`config.mk`:
```
export PLATFORM = sky130hd
export DESIGN_NAME = regfile_writeback_queue
export DESIGN_NICKNAME = d
export VERILOG_FILES = /design/src/rtl/regfile_pkg.sv /design/src/rtl/wb_fwd_lookup.sv /design/src/rtl/regfile_writeback_queue.sv
export SDC_FILE = /design/constraint.sdc
export NUM_CORES = 1
export LEC_CHECK = 0
export ABC_AREA = 1
export CELL_PAD_IN_SITES_DETAIL_PLACEMENT = 0
export CELL_PAD_IN_SITES_GLOBAL_PLACEMENT = 2
export CORE_UTILIZATION = 30
export CTS_BUF_LIST = sky130_fd_sc_hd__clkbuf_16
export DETAILED_ROUTE_END_ITERATION = 16
export GPL_TIMING_DRIVEN = 0
export PLACE_DENSITY_LB_ADDON = 0.25
export SETUP_SLACK_MARGIN = 0.02
export SYNTH_ARGS = -nofsm -noshare
export SYNTH_HDL_FRONTEND = slang
export SYNTH_SLANG_ARGS = --single-unit
```
`constraint.sdc`:
```
create_clock -name clk -period 2.6 [get_ports clk]
set_input_delay 0.52 -clock clk [delete_from_list [all_inputs] [get_ports clk]]
set_output_delay 0.52 -clock clk [all_outputs]
set_load 0.005 [all_outputs]
```
`src/rtl/regfile_pkg.sv`:
```
// Shared types for the 16x16 register file write path.
package regfile_pkg;

  localparam int REG_W  = 4;
  localparam int DATA_W = 16;

  typedef logic [REG_W-1:0]  reg_id_t;
  typedef logic [DATA_W-1:0] data_t;

  typedef struct packed {
    logic [3:0]  rd;
    logic [15:0] data;
  } wb_entry_t;

  // R0 is hardwired to zero, so writes to it are swallowed when dropping is enabled.
  function automatic logic drop_write(input bit drop_r0, input reg_id_t rd);
    return drop_r0 && (rd == '0);
  endfunction

endpackage

```
`src/rtl/wb_fwd_lookup.sv`:
```
// Youngest-match search over the live entries of the writeback queue.
module wb_fwd_lookup
  import regfile_pkg::*;
#(
  parameter int DEPTH   = 4,
  parameter bit DROP_R0 = 1'b1,
  localparam int PTR_W  = $clog2(DEPTH),
  localparam int CNT_W  = PTR_W + 1
) (
  input  wb_entry_t        entries [DEPTH],
  input  logic [PTR_W-1:0] head,
  input  logic [CNT_W-1:0] count,
  input  reg_id_t          src,
  output logic             hit,
  output data_t            data
);

  logic [PTR_W-1:0] idx;

  // Walk oldest to youngest so a later match overrides an earlier one.
  always_comb begin
    hit  = 1'b0;
    data = '0;
    idx  = head;
    for (int i = 0; i < DEPTH; i++) begin
      idx = head + PTR_W'(i);
      if ((CNT_W'(i) < count) && (entries[idx].rd == src) && !drop_write(DROP_R0, src)) begin
        hit  = 1'b1;
        data = entries[idx].data;
      end
    end
  end

endmodule

```
`src/rtl/regfile_writeback_queue.sv`:
```
// In-order writeback queue feeding the register file write port, with two
// forwarding lookups so queued values are visible to readers before commit.
module regfile_writeback_queue
  import regfile_pkg::*;
#(
  parameter int DEPTH   = 4,
  parameter bit DROP_R0 = 1'b1,
  localparam int PTR_W  = $clog2(DEPTH),
  localparam int CNT_W  = PTR_W + 1
) (
  input  logic             clk,
  input  logic             rst,
  input  logic             wb_valid,
  output logic             wb_ready,
  input  logic [3:0]       wb_reg,
  input  logic [15:0]      wb_data,
  input  logic             drain_en,
  output logic [3:0]       DstReg,
  output logic [15:0]      DstData,
  output logic             WriteReg,
  input  logic [3:0]       SrcReg1,
  input  logic [3:0]       SrcReg2,
  output logic             fwd_hit1,
  output logic [15:0]      fwd_data1,
  output logic             fwd_hit2,
  output logic [15:0]      fwd_data2,
  output logic [CNT_W-1:0] count
);

  wb_entry_t        mem_q [DEPTH];
  wb_entry_t        mem_d [DEPTH];
  logic [PTR_W-1:0] head_q, head_d;
  logic [PTR_W-1:0] tail_q, tail_d;
  logic [CNT_W-1:0] count_q, count_d;

  logic  full, empty, push, store, pop;
  logic  hit1_raw, hit2_raw;
  data_t data1_raw, data2_raw;

  // Ready looks only at registered occupancy; no path from drain_en.
  assign full     = (count_q == CNT_W'(DEPTH));
  assign empty    = (count_q == '0);
  assign wb_ready = rst && !full;
  assign pop      = rst && drain_en && !empty;
  assign push     = wb_valid && wb_ready;
  assign store    = push && !drop_write(DROP_R0, wb_reg);

  assign WriteReg = pop;
  assign DstReg   = empty ? '0 : mem_q[head_q].rd;
  assign DstData  = empty ? '0 : mem_q[head_q].data;
  assign count    = count_q;

  always_comb begin
    mem_d   = mem_q;
    head_d  = head_q;
    tail_d  = tail_q;
    count_d = count_q;
    if (store) begin
      mem_d[tail_q] = '{rd: wb_reg, data: wb_data};
      tail_d        = tail_q + PTR_W'(1);
    end
    if (pop) begin
      head_d = head_q + PTR_W'(1);
    end
    case ({store, pop})
      2'b10:   count_d = count_q + CNT_W'(1);
      2'b01:   count_d = count_q - CNT_W'(1);
      default: count_d = count_q;
    endcase
  end

  always_ff @(posedge clk) begin
    if (!rst) begin
      head_q  <= '0;
      tail_q  <= '0;
      count_q <= '0;
      for (int i = 0; i < DEPTH; i++) begin
        mem_q[i] <= '0;
      end
    end else begin
      head_q  <= head_d;
      tail_q  <= tail_d;
      count_q <= count_d;
      mem_q   <= mem_d;
    end
  end

  wb_fwd_lookup #(
    .DEPTH   (DEPTH),
    .DROP_R0 (DROP_R0)
  ) u_fwd1 (
    .entries (mem_q),
    .head    (head_q),
    .count   (count_q),
    .src     (SrcReg1),
    .hit     (hit1_raw),
    .data    (data1_raw)
  );

  wb_fwd_lookup #(
    .DEPTH   (DEPTH),
    .DROP_R0 (DROP_R0)
  ) u_fwd2 (
    .entries (mem_q),
    .head    (head_q),
    .count   (count_q),
    .src     (SrcReg2),
    .hit     (hit2_raw),
    .data    (data2_raw)
  );

  // Forwarding is suppressed while held in reset; the entries are about to vanish.
  assign fwd_hit1  = rst && hit1_raw;
  assign fwd_data1 = rst ? data1_raw : '0;
  assign fwd_hit2  = rst && hit2_raw;
  assign fwd_data2 = rst ? data2_raw : '0;

endmodule

```
==> results.md <==
* Outcome: finished with violations
* Failing checks: negative setup slack
* Clock Sinks at 87
* Post-synthesis register bit count at 87
* ANT cells at 0
* Sequence of cells on the critical path: inv_4 -> buf_8 -> buf_8 -> nand2_4 -> nand3_4 -> nand2_4 -> nand2_2 -> nand2_2 -> nor2_4 -> nand3_4 -> a21oi_4 -> buf_6 -> buf_8 -> nand2_2 -> a21oi_2 -> buf_2
* Placed insts at 1,746
* Avg Inst Size Synth at 5.71 um2
* Critical Path Start Type: flip-flop
* Number of global-route vias before repair at 8,383
* Drt total wl at 34,000 um
* Num CTS Buffers at 9
* Port Buffers at 89
* Net Count, Synth at 1,374
* GPL Wtd Cong at 0.869
* Drt first pass iters at 5
* FF-to-FF End: mem_q[39]$_SDFFE_PN0P_
* Netlist cell types at 30
* Met2 WL at 14,700 um
* Final setup violation count at 40
* Gate Count Post-Synth at 1,333
* Final Hold Fails at 0
* Compound-Gate Fraction of Synth Area at 24.8%
* CP max FO at 7
* Setup TNS at -12,440 ps
* First-pass GRT wire length at 50,500 um
* Row count at 57
* Post-DP Area at 8900 um2
* Mux cell area share after synthesis at 0%
* F_max at 331 MHz
* Pins Over Slew Limit at 0
* Initial antenna violation count at 0
* Routed vias at 9,098
* CTS tree: built
* Largest family of logic cells by synthesized area: simple AND/OR/NAND/NOR gates
* Slew @ Worst Pin at 743 ps
* Final antenna-violating net count at 0
* WHS Endpoint: mem_q[4]$_SDFFE_PN0P_
* Worst min path class: reg2reg
* Drt drc at 0
* Worst Hold Launch: mem_q[4]$_SDFFE_PN0P_
* Xor and xnor area share after synthesis at 1.18%
* Layout cell share with drive strength beyond 1 at 31.5%
* Largest net degree at the start of global routing at 15
* Setup ws final at -424 ps
* Routed len/inst at 18.5 um
* Synth Area in Simple Gates at 36.6%
* DIE AREA at 26,000 um2
* Rel. slew slack at 50.5%
* Pwr Density at 430 nW/um2
* Clock Latency Late Sink at 340 ps
* Peak VDD IR at 327 uV
* Leakage Power at 4.65 nW
* Final Cycle Share at 116%
* I/O pins at 91
* CTS root buf: clkbuf_16
* GRT overflow at 0
* Most frequent cells in the layout: 341 x nand2_1, 130 x o21ai_0, 122 x inv_1
* Hold buffers post-CTS at 0
* CP endpoint kind: output port
* Clock buffer depth at 2
* Syn. warnings at 0
* Initial Utilization at 30.9%
* Crit path time final at 3020 ps
* Max_cap viols at 0
* Std-Cell Core Area at 24,600 um2
* GRT Util Overall at 25.5%
* Final HPWL DP at 26,000 um
* Final cell count without fillers at 1,839
* Die H at 161 um
* Filler cells at 2,692
* Worst EP required at 2080 ps
* Area grow syn2layout at 48.0%
* Top Layer Used: met4
* Worst r2r path cells at 10
* Worst hold stages at 2
* H-tree level count at 3
* Kind of critical path: reg2out
* Leading cell type in the layout, fill and taps excluded: nand2_1
* Slowest cell on crit path: dfxtp_4
* Setup WS pre-CTS at -1280 ps
* Synthesized cell area at 7610 um2
* FF-to-FF Start: count[0]$_SDFFE_PN0P_
* Clk_skew at 6.03 ps
* Initial drt markers at 672
* Die Width at 161 um
* R2R Setup Slk at 460 ps
* Final instance area at 11,300 um2
* Met3 WL at 1960 um
* Pwr Total at 4.84 mW
* CP startpoint: head_q[0]$_SDFFE_PN0P_
* Vias per cell at 4.95
* Clock transition at the registers of the reported paths at 60 ps
* Synth Area in Adders at 1.48%
* Crit path DAT at 2500 ps
* Largest stage delay, worst path at 370 ps
* Nets at 1,551
* RSZ-0062 raised after global routing: true
* M1 WL at 16,800 um
* Sequential share of the synthesized area at 22.9%
## synth_stat cells
cell type / n / area share (%)
nor2_2: 3 / 0.25
nand3_2: 8 / 1.1
nor2_4: 2 / 0.30
buf_4: 3 / 0.30
nor2_8: 2 / 0.53
nand3_4: 2 / 0.46
a21oi_4: 2 / 0.43
a21oi_1: 106 / 7.0
nand4_1: 40 / 3.3
o21ai_0: 216 / 14
buf_2: 26 / 1.7
nand3b_1: 1 / 0.099
buf_1: 9 / 0.44
ha_1: 9 / 1.5
o211ai_1: 6 / 0.59
o21ai_1: 4 / 0.26
nand2_1: 399 / 20
xor2_4: 2 / 0.72
clkbuf_1: 41 / 2.0
nand2_2: 29 / 2.4
and2_1: 1 / 0.082
nor2_1: 106 / 5.2
dfxtp_1: 87 / 23
inv_1: 146 / 7.2
buf_6: 9 / 1.3
nand3_1: 47 / 3.1
a21oi_2: 20 / 2.3
or4_1: 1 / 0.099
inv_2: 2 / 0.099
xor2_1: 4 / 0.46
## cell type report
cell class	instances	area, um2	share of cell area [%]
clock inverter	7	90.1	0.801
multi-input combinational	1010	5910	52.5
buffer	87	785	6.97
timing repair buffer	167	1530	13.6
inverter	148	558	4.96
tap	324	405	3.60
sequential	87	1760	15.6
clock buffer	9	225	2.00
## metal layers
layer	track usage (%)	vias to the layer above
li1	-	4669
met2	39.0	266
met3	2.39	32
met5	0	-
met1	38.0	4131
met4	6.00	0
## timing repair
item | in CTS | in global routing
gates cloned | 9 | 5
resized for setup | 438 | 287
endpoints found under the setup margin | 57 | 84
buffers inserted | 45 | 25
pin swaps | 48 | 92
## critical path: cells and delay by family, from the launching register on
family,cells,cell delay [ps]
buf+inv,6,740
compound gates,2,330
simple gates,8,720
flops,1,370
## state kept, by name, indices dropped and copies added (netlist names)
signal  count
tail_q      2
count       3
mem_q      80
head_q      2
## how the worst max path moves through the flow
stage                         end  slack [ps]  cells after the start
floorplan           fwd_data1[10]         280                     14
global route        fwd_data1[13]        -540                     16
global placement    fwd_data2[15]       -1320                     13
detailed placement   fwd_data2[1]       -1280                     13
CTS                  fwd_data2[2]        -440                     15
finish              fwd_data1[14]        -420                     16
## logic make-up after synthesis
| kind of cell | Yosys count |
|---|---|
| AOI/OAI and AO/OA | 354 |
| buffers and inverters | 236 |
| and+or+nand+nor | 641 |
| xor gates and xnor gates | 6 |
| adders and majority gates | 9 |
| DFF | 87 |
## report_power, final
part	internal (mW)	switching [mW]
combinational	0.771	1.25
clock	0.837	0.547
sequential	1.39	0.0444
## metrics by stage
step,hold slack (ps),util [%]
2_1_floorplan,439,-
3_3_place_gp,450,36.2
3_5_place_dp,454,36.2
4_1_cts,468,41.8
5_1_grt,487,45.7
6_report,466,45.7
(Power assumes the default switching activity.)
